`config.mk`:
```
export PLATFORM = sky130hd
export DESIGN_NAME = instruction_fetch
export DESIGN_NICKNAME = d
export VERILOG_FILES = /design/src/rtl/fetch_pkg.sv /design/src/rtl/instruction_fetch.sv
export SDC_FILE = /design/constraint.sdc
export NUM_CORES = 1
export LEC_CHECK = 0
export ABC_AREA = 1
export CAP_MARGIN = 20
export CELL_PAD_IN_SITES_DETAIL_PLACEMENT = 1
export CELL_PAD_IN_SITES_GLOBAL_PLACEMENT = 1
export CORE_UTILIZATION = 28
export DETAILED_ROUTE_END_ITERATION = 8
export PLACE_DENSITY_LB_ADDON = 0.1
export SKIP_LAST_GASP = 1
export SLEW_MARGIN = 40
export SYNTH_ARGS = -nofsm -noshare
export SYNTH_HDL_FRONTEND = slang
export SYNTH_SLANG_ARGS = --single-unit
```
`constraint.sdc`:
```
create_clock -name i_clk -period 3.7 [get_ports i_clk]
set_clock_uncertainty 0.15 [all_clocks]
set_input_delay 0.37 -clock i_clk [delete_from_list [all_inputs] [get_ports i_clk]]
set_output_delay 0.37 -clock i_clk [all_outputs]
set_load 0.05 [all_outputs]
```
`src/rtl/fetch_pkg.sv`:
```
// fetch_pkg: shared definitions for the instruction fetch unit.
//   fetch_state_t : fetch sequencer states
//   INSTR_BYTES   : size of one instruction word in bytes (PC step)
package fetch_pkg;

  typedef enum logic [2:0] {
    ST_BOOT  = 3'd0,
    ST_ISSUE = 3'd1,
    ST_WAIT  = 3'd2,
    ST_HOLD  = 3'd3,
    ST_DRAIN = 3'd4,
    ST_FAULT = 3'd5
  } fetch_state_t;

  localparam logic [31:0] INSTR_BYTES = 32'd4;

endpackage

```
`src/rtl/instruction_fetch.sv`:
```
// instruction_fetch: reads the PC from the register file, issues one
// single-word read per instruction, buffers the returned word for decode
// and writes PC+4 back. Handles the boot PC load, redirects and faults.
//
// Ports:
//   i_clk, i_rst                 clock, asynchronous active-high reset
//   i_pc                         current PC from the register file
//   o_load_pc, o_load_pc_data    PC write strobe/value to the register file
//   o_mem_req, o_mem_addr        instruction read request and address
//   i_mem_ack, i_mem_data        read completion and data
//   i_mem_err                    bus error, qualified by i_mem_ack
//   o_instr_valid, o_instr,
//   o_instr_pc, i_instr_ready    buffered instruction handshake to decode
//   i_redirect, i_redirect_pc    PC change request from execute
//   o_fault, o_fault_pc          pending fetch fault and its address
module instruction_fetch
  import fetch_pkg::*;
#(
  parameter logic [31:0] RESET_PC = 32'h0000_0000
) (
  input  logic        i_clk,
  input  logic        i_rst,
  input  logic [31:0] i_pc,
  output logic        o_load_pc,
  output logic [31:0] o_load_pc_data,
  output logic        o_mem_req,
  output logic [31:0] o_mem_addr,
  input  logic        i_mem_ack,
  input  logic [31:0] i_mem_data,
  input  logic        i_mem_err,
  output logic        o_instr_valid,
  output logic [31:0] o_instr,
  output logic [31:0] o_instr_pc,
  input  logic        i_instr_ready,
  input  logic        i_redirect,
  input  logic [31:0] i_redirect_pc,
  output logic        o_fault,
  output logic [31:0] o_fault_pc
);

  fetch_state_t state;
  fetch_state_t state_next;

  logic [31:0] mem_addr;
  logic [31:0] instr;
  logic [31:0] instr_pc;
  logic [31:0] fault_pc;

  // Unsigned add wraps naturally: 32'hFFFF_FFFC + 4 = 0.
  logic [31:0] seq_pc;
  assign seq_pc = mem_addr + INSTR_BYTES;

  logic misaligned;
  assign misaligned = (i_pc[1:0] != 2'b00);

  // Next state and the PC write port. The register file samples the load on
  // the same edge that moves the state, so this is purely combinational.
  always_comb begin
    state_next     = state;
    o_load_pc      = 1'b0;
    o_load_pc_data = i_redirect_pc;
    case (state)
      ST_BOOT: begin
        o_load_pc      = 1'b1;
        o_load_pc_data = RESET_PC;
        state_next     = ST_ISSUE;
      end
      ST_ISSUE: begin
        if (i_redirect) begin
          o_load_pc = 1'b1;
        end else if (misaligned) begin
          state_next = ST_FAULT;
        end else begin
          state_next = ST_WAIT;
        end
      end
      ST_WAIT: begin
        if (i_redirect) begin
          o_load_pc  = 1'b1;
          // Without the ack in hand the response is still in flight and
          // must be swallowed before the next request can go out.
          state_next = i_mem_ack ? ST_ISSUE : ST_DRAIN;
        end else if (i_mem_ack && i_mem_err) begin
          state_next = ST_FAULT;
        end else if (i_mem_ack) begin
          o_load_pc      = 1'b1;
          o_load_pc_data = seq_pc;
          state_next     = ST_HOLD;
        end
      end
      ST_HOLD: begin
        if (i_redirect) begin
          o_load_pc  = 1'b1;
          state_next = ST_ISSUE;
        end else if (i_instr_ready) begin
          state_next = ST_ISSUE;
        end
      end
      ST_DRAIN: begin
        // A redirect here only rewrites the PC; leaving still depends on the
        // outstanding ack, otherwise the bus would be left mid-transaction.
        if (i_redirect) begin
          o_load_pc = 1'b1;
        end
        if (i_mem_ack) begin
          state_next = ST_ISSUE;
        end
      end
      ST_FAULT: begin
        if (i_redirect) begin
          o_load_pc  = 1'b1;
          state_next = ST_ISSUE;
        end
      end
      default: begin
        state_next = ST_BOOT;
      end
    endcase
  end

  always_ff @(posedge i_clk or posedge i_rst) begin
    if (i_rst) begin
      state    <= ST_BOOT;
      mem_addr <= 32'h0;
      instr    <= 32'h0;
      instr_pc <= 32'h0;
      fault_pc <= 32'h0;
    end else begin
      state <= state_next;
      if (state == ST_ISSUE && !i_redirect) begin
        if (misaligned) begin
          fault_pc <= i_pc;
        end else begin
          mem_addr <= i_pc;
        end
      end
      if (state == ST_WAIT && !i_redirect && i_mem_ack) begin
        if (i_mem_err) begin
          fault_pc <= mem_addr;
        end else begin
          instr    <= i_mem_data;
          instr_pc <= mem_addr;
        end
      end
    end
  end

  assign o_mem_req     = (state == ST_WAIT) || (state == ST_DRAIN);
  assign o_instr_valid = (state == ST_HOLD);
  assign o_fault       = (state == ST_FAULT);
  assign o_mem_addr    = mem_addr;
  assign o_instr       = instr;
  assign o_instr_pc    = instr_pc;
  assign o_fault_pc    = fault_pc;

endmodule

```
==> impl_results.md <==
* Run status: completed
* First-pass GRT wire length at roughly 42,000 microns
* Post-synthesis sequential area ratio at a little under half
* Worst EP arrival at 2.87 ns
* Max Fclk at a little under 300 MHz
* Final Power at between 9000 and 10,000 uW
* Critical path data required time at ~3.2 ns
* Antenna violations before repair at 0
* Die ar. at 0.0251 sq mm
* Share of layout cells above drive strength 1 at about a tenth
* RSZ-0062 raised after global routing: no
* Iter 0 DRT Violations at 240
* Initial core utilization at 28.9%
* Synth cell types at 32
* CTS tree: yes
* Max cap viols at 0
* Total core area at around 0.024 sq mm
* Vias per inst at between 4 and 5
* Area grow syn2layout at 54.4%
* IO Pins at around 270
* Gr usage total at around 22%
* Num CTS Buffers at 17
* GP Congestion at about 0.79
* Site row count at between 50 and 60
* Sink Count at approximately 130
* Overall routed net length at 27,200 microns
* Chip width at 159 microns
* FILL cells at roughly 2,900
* Hold_buf cts at 0
* Clk_lat worst skew at about 0.42 ns
* Post-synthesis cell count at just over 900
* Slew Viols, Final at 0
* Root buf cell: clkbuf_16
* Final Critical Period at about 3.4 ns
* Clk slew on worst S/H paths at around 0.07 ns
* CP Launch Type: register
* Length of routed met3 wiring at ~2200 microns
* H-tree levels at 4
* Worst slew pin tran at roughly 0.76 ns
* Element type at the critical path end: primary output
* # nets final at around 1,300
* CP Class: register to primary output
* DIE HEIGHT at about 160 microns
* Synthesized flop and latch total at between 100 and 150
* Final core occ at 44.6%
* P_leak at a little over 0.005 uW
* Routed WL per cell at between 15 and 20 microns
* Post-Syn Nets at between 1,000 and 1,500
* Wire length on met1 at ~12,000 microns
* Vias in the first global route at 7,214
* First-pass DRT Iterations at 5
* Hold WC Path Type: primary input to register
* Top sig layer: met4
* Port bufs at about 270
* Detail Route Antenna Nets at 0
* Largest net degree at the start of global routing at 132
* Fin crit share at about nine tenths
* Synth Cell Area at ~0.0069 sq mm
* Slew Limit Headroom at about half
* CTS Buffer Depth at 2
* # Post-CTS Setup Buffers at 0
* Setup total negative slack at 0 ns
* PwrDens at about 910 mW/mm^2
* Ant diodes at 0
* Synth Warn # at 0
* Via count at between 7,000 and 8,000
* Wire length on met2 at between 10,000 and 15,000 microns
* Crit Path Max Fanout at 7
* Syn Area/Cell at between 7 and 8 sq um
* DRC errors left at 0
* Remaining global-route overflow at 0
* Worst ir drop on vdd at 0.000455 V
* Setup violations, final at 0
* Fin. Hold Viols at 0
* DP Wirelength at just over 20,000 microns
## metal layers
| metal | GRT usage (%) | up-vias |
|---|---|---|
| met2 | 36.3 | 209 |
| met4 | 5.82 | 0 |
| met3 | 6.10 | 26 |
| met5 | 0 | - |
| li1 | - | 3475 |
| met1 | 29.2 | 3355 |
## layout make-up
type	instances	area, sq um	share of cell area, %
clock buffer	18	429	4.05
clock inverter	14	141	1.33
inverter	98	372	3.51
multi-input combinational	664	3000	28.3
sequential	131	3280	31.0
tap	319	399	3.77
timing repair buffer	279	2970	28.0
## logic make-up (layout without fill, tap and decap cells)
group / count (synthesis) / in the layout / synth area share [%]
AND/OR/NAND/NOR: 473 / 473 / 27.8
AO/OA/AOI/OAI: 188 / 188 / 15.5
flip-flops: 131 / 131 / 47.8
XOR/XNOR: 2 / 2 / 0.255
adder cells (fa/ha/maj): 1 / 1 / 0.182
buffers and inverters: 138 / 409 / 8.55
## where the power goes
| group | internal [uW] | switching [uW] |
|---|---|---|
| clock network | 946 | 734 |
| logic | 1770 | 3670 |
| registers | 1950 | 538 |
## synth_stat cells (all sizes together)
cell type,number,share of area (%)
dfrtp,131,48
nand3,35,2.7
a22oi,2,0.22
a31oi,3,0.27
o211ai,8,0.88
clkbuf,12,0.66
xor2,2,0.26
o21ai,110,8.6
nand2,330,18
inv,98,5.4
nand4,4,0.36
o31ai,1,0.11
ha,1,0.18
nor3,2,0.31
a21oi,60,4.9
nor2,102,6.1
o21a,1,0.11
a22o,3,0.38
buf,28,2.5
## cell usage in the layout (no fill, tap or decap), types with 14 or more instances in the layout
master / Yosys / final
a21oi_1: 50 / 50
buf_12: 0 / 20
buf_4: 9 / 14
clkbuf_16: 0 / 17
clkdlybuf4s50_1: 0 / 240
dfrtp_1: 131 / 131
inv_1: 86 / 85
nand2_1: 326 / 326
nand3_1: 33 / 33
nor2_1: 93 / 93
o21ai_0: 70 / 70
o21ai_1: 30 / 30
## state kept, by name, indices dropped and copies added, names as in the netlist
| name | count |
|---|---|
| o_instr | 32 |
| state | 3 |
| o_fault_pc | 32 |
| o_mem_addr | 32 |
| o_instr_pc | 32 |
## repair_timing
item                       CTS  global route
gates resized for setup      0             5
setup endpoints to repair    0             5
hold endpoints to repair     0             0
## worst paths after layout
path                                      from                  to  slack, ns  depth (start not counted)
worst max-delay path            o_mem_addr[19]  o_load_pc_data[23]       0.31                         11
min in group asynchronous                i_rst         o_instr[24]       0.34                          3
worst min register to register     o_instr[11]         o_instr[11]       0.33                          2
max in group asynchronous                i_rst      o_fault_pc[21]       2.47                          3
worst max register to register        state[0]      o_fault_pc[23]       1.49                          8
worst min-delay path            i_mem_data[21]         o_instr[21]       0.33                          3
## stage by stage
step	instances	cell area, sq um	hold WS (ns)	worst slack (ns)
floorplan	933	6870	0.330	0.607
global placement	1491	10000	0.312	0.518
detailed placement	1491	10000	0.314	0.495
CTS	1523	10600	0.305	0.00924
global route	1523	10600	0.316	0.0682
finish	1523	10600	0.327	0.308
## worst max-delay path: stages (launching register included)
cell,delay [ns]
dfrtp_1,0.61
nand2_1,0.13
nor2_1,0.27
nand2_1,0.12
nor2_1,0.10
nand2_1,0.08
nand2_1,0.06
nand3_1,0.09
nand2_1,0.09
nand2_1,0.05
nand2_1,0.05
clkdlybuf4s50_1,0.80
No activity file was read; power rests on OpenSTA's default activity.
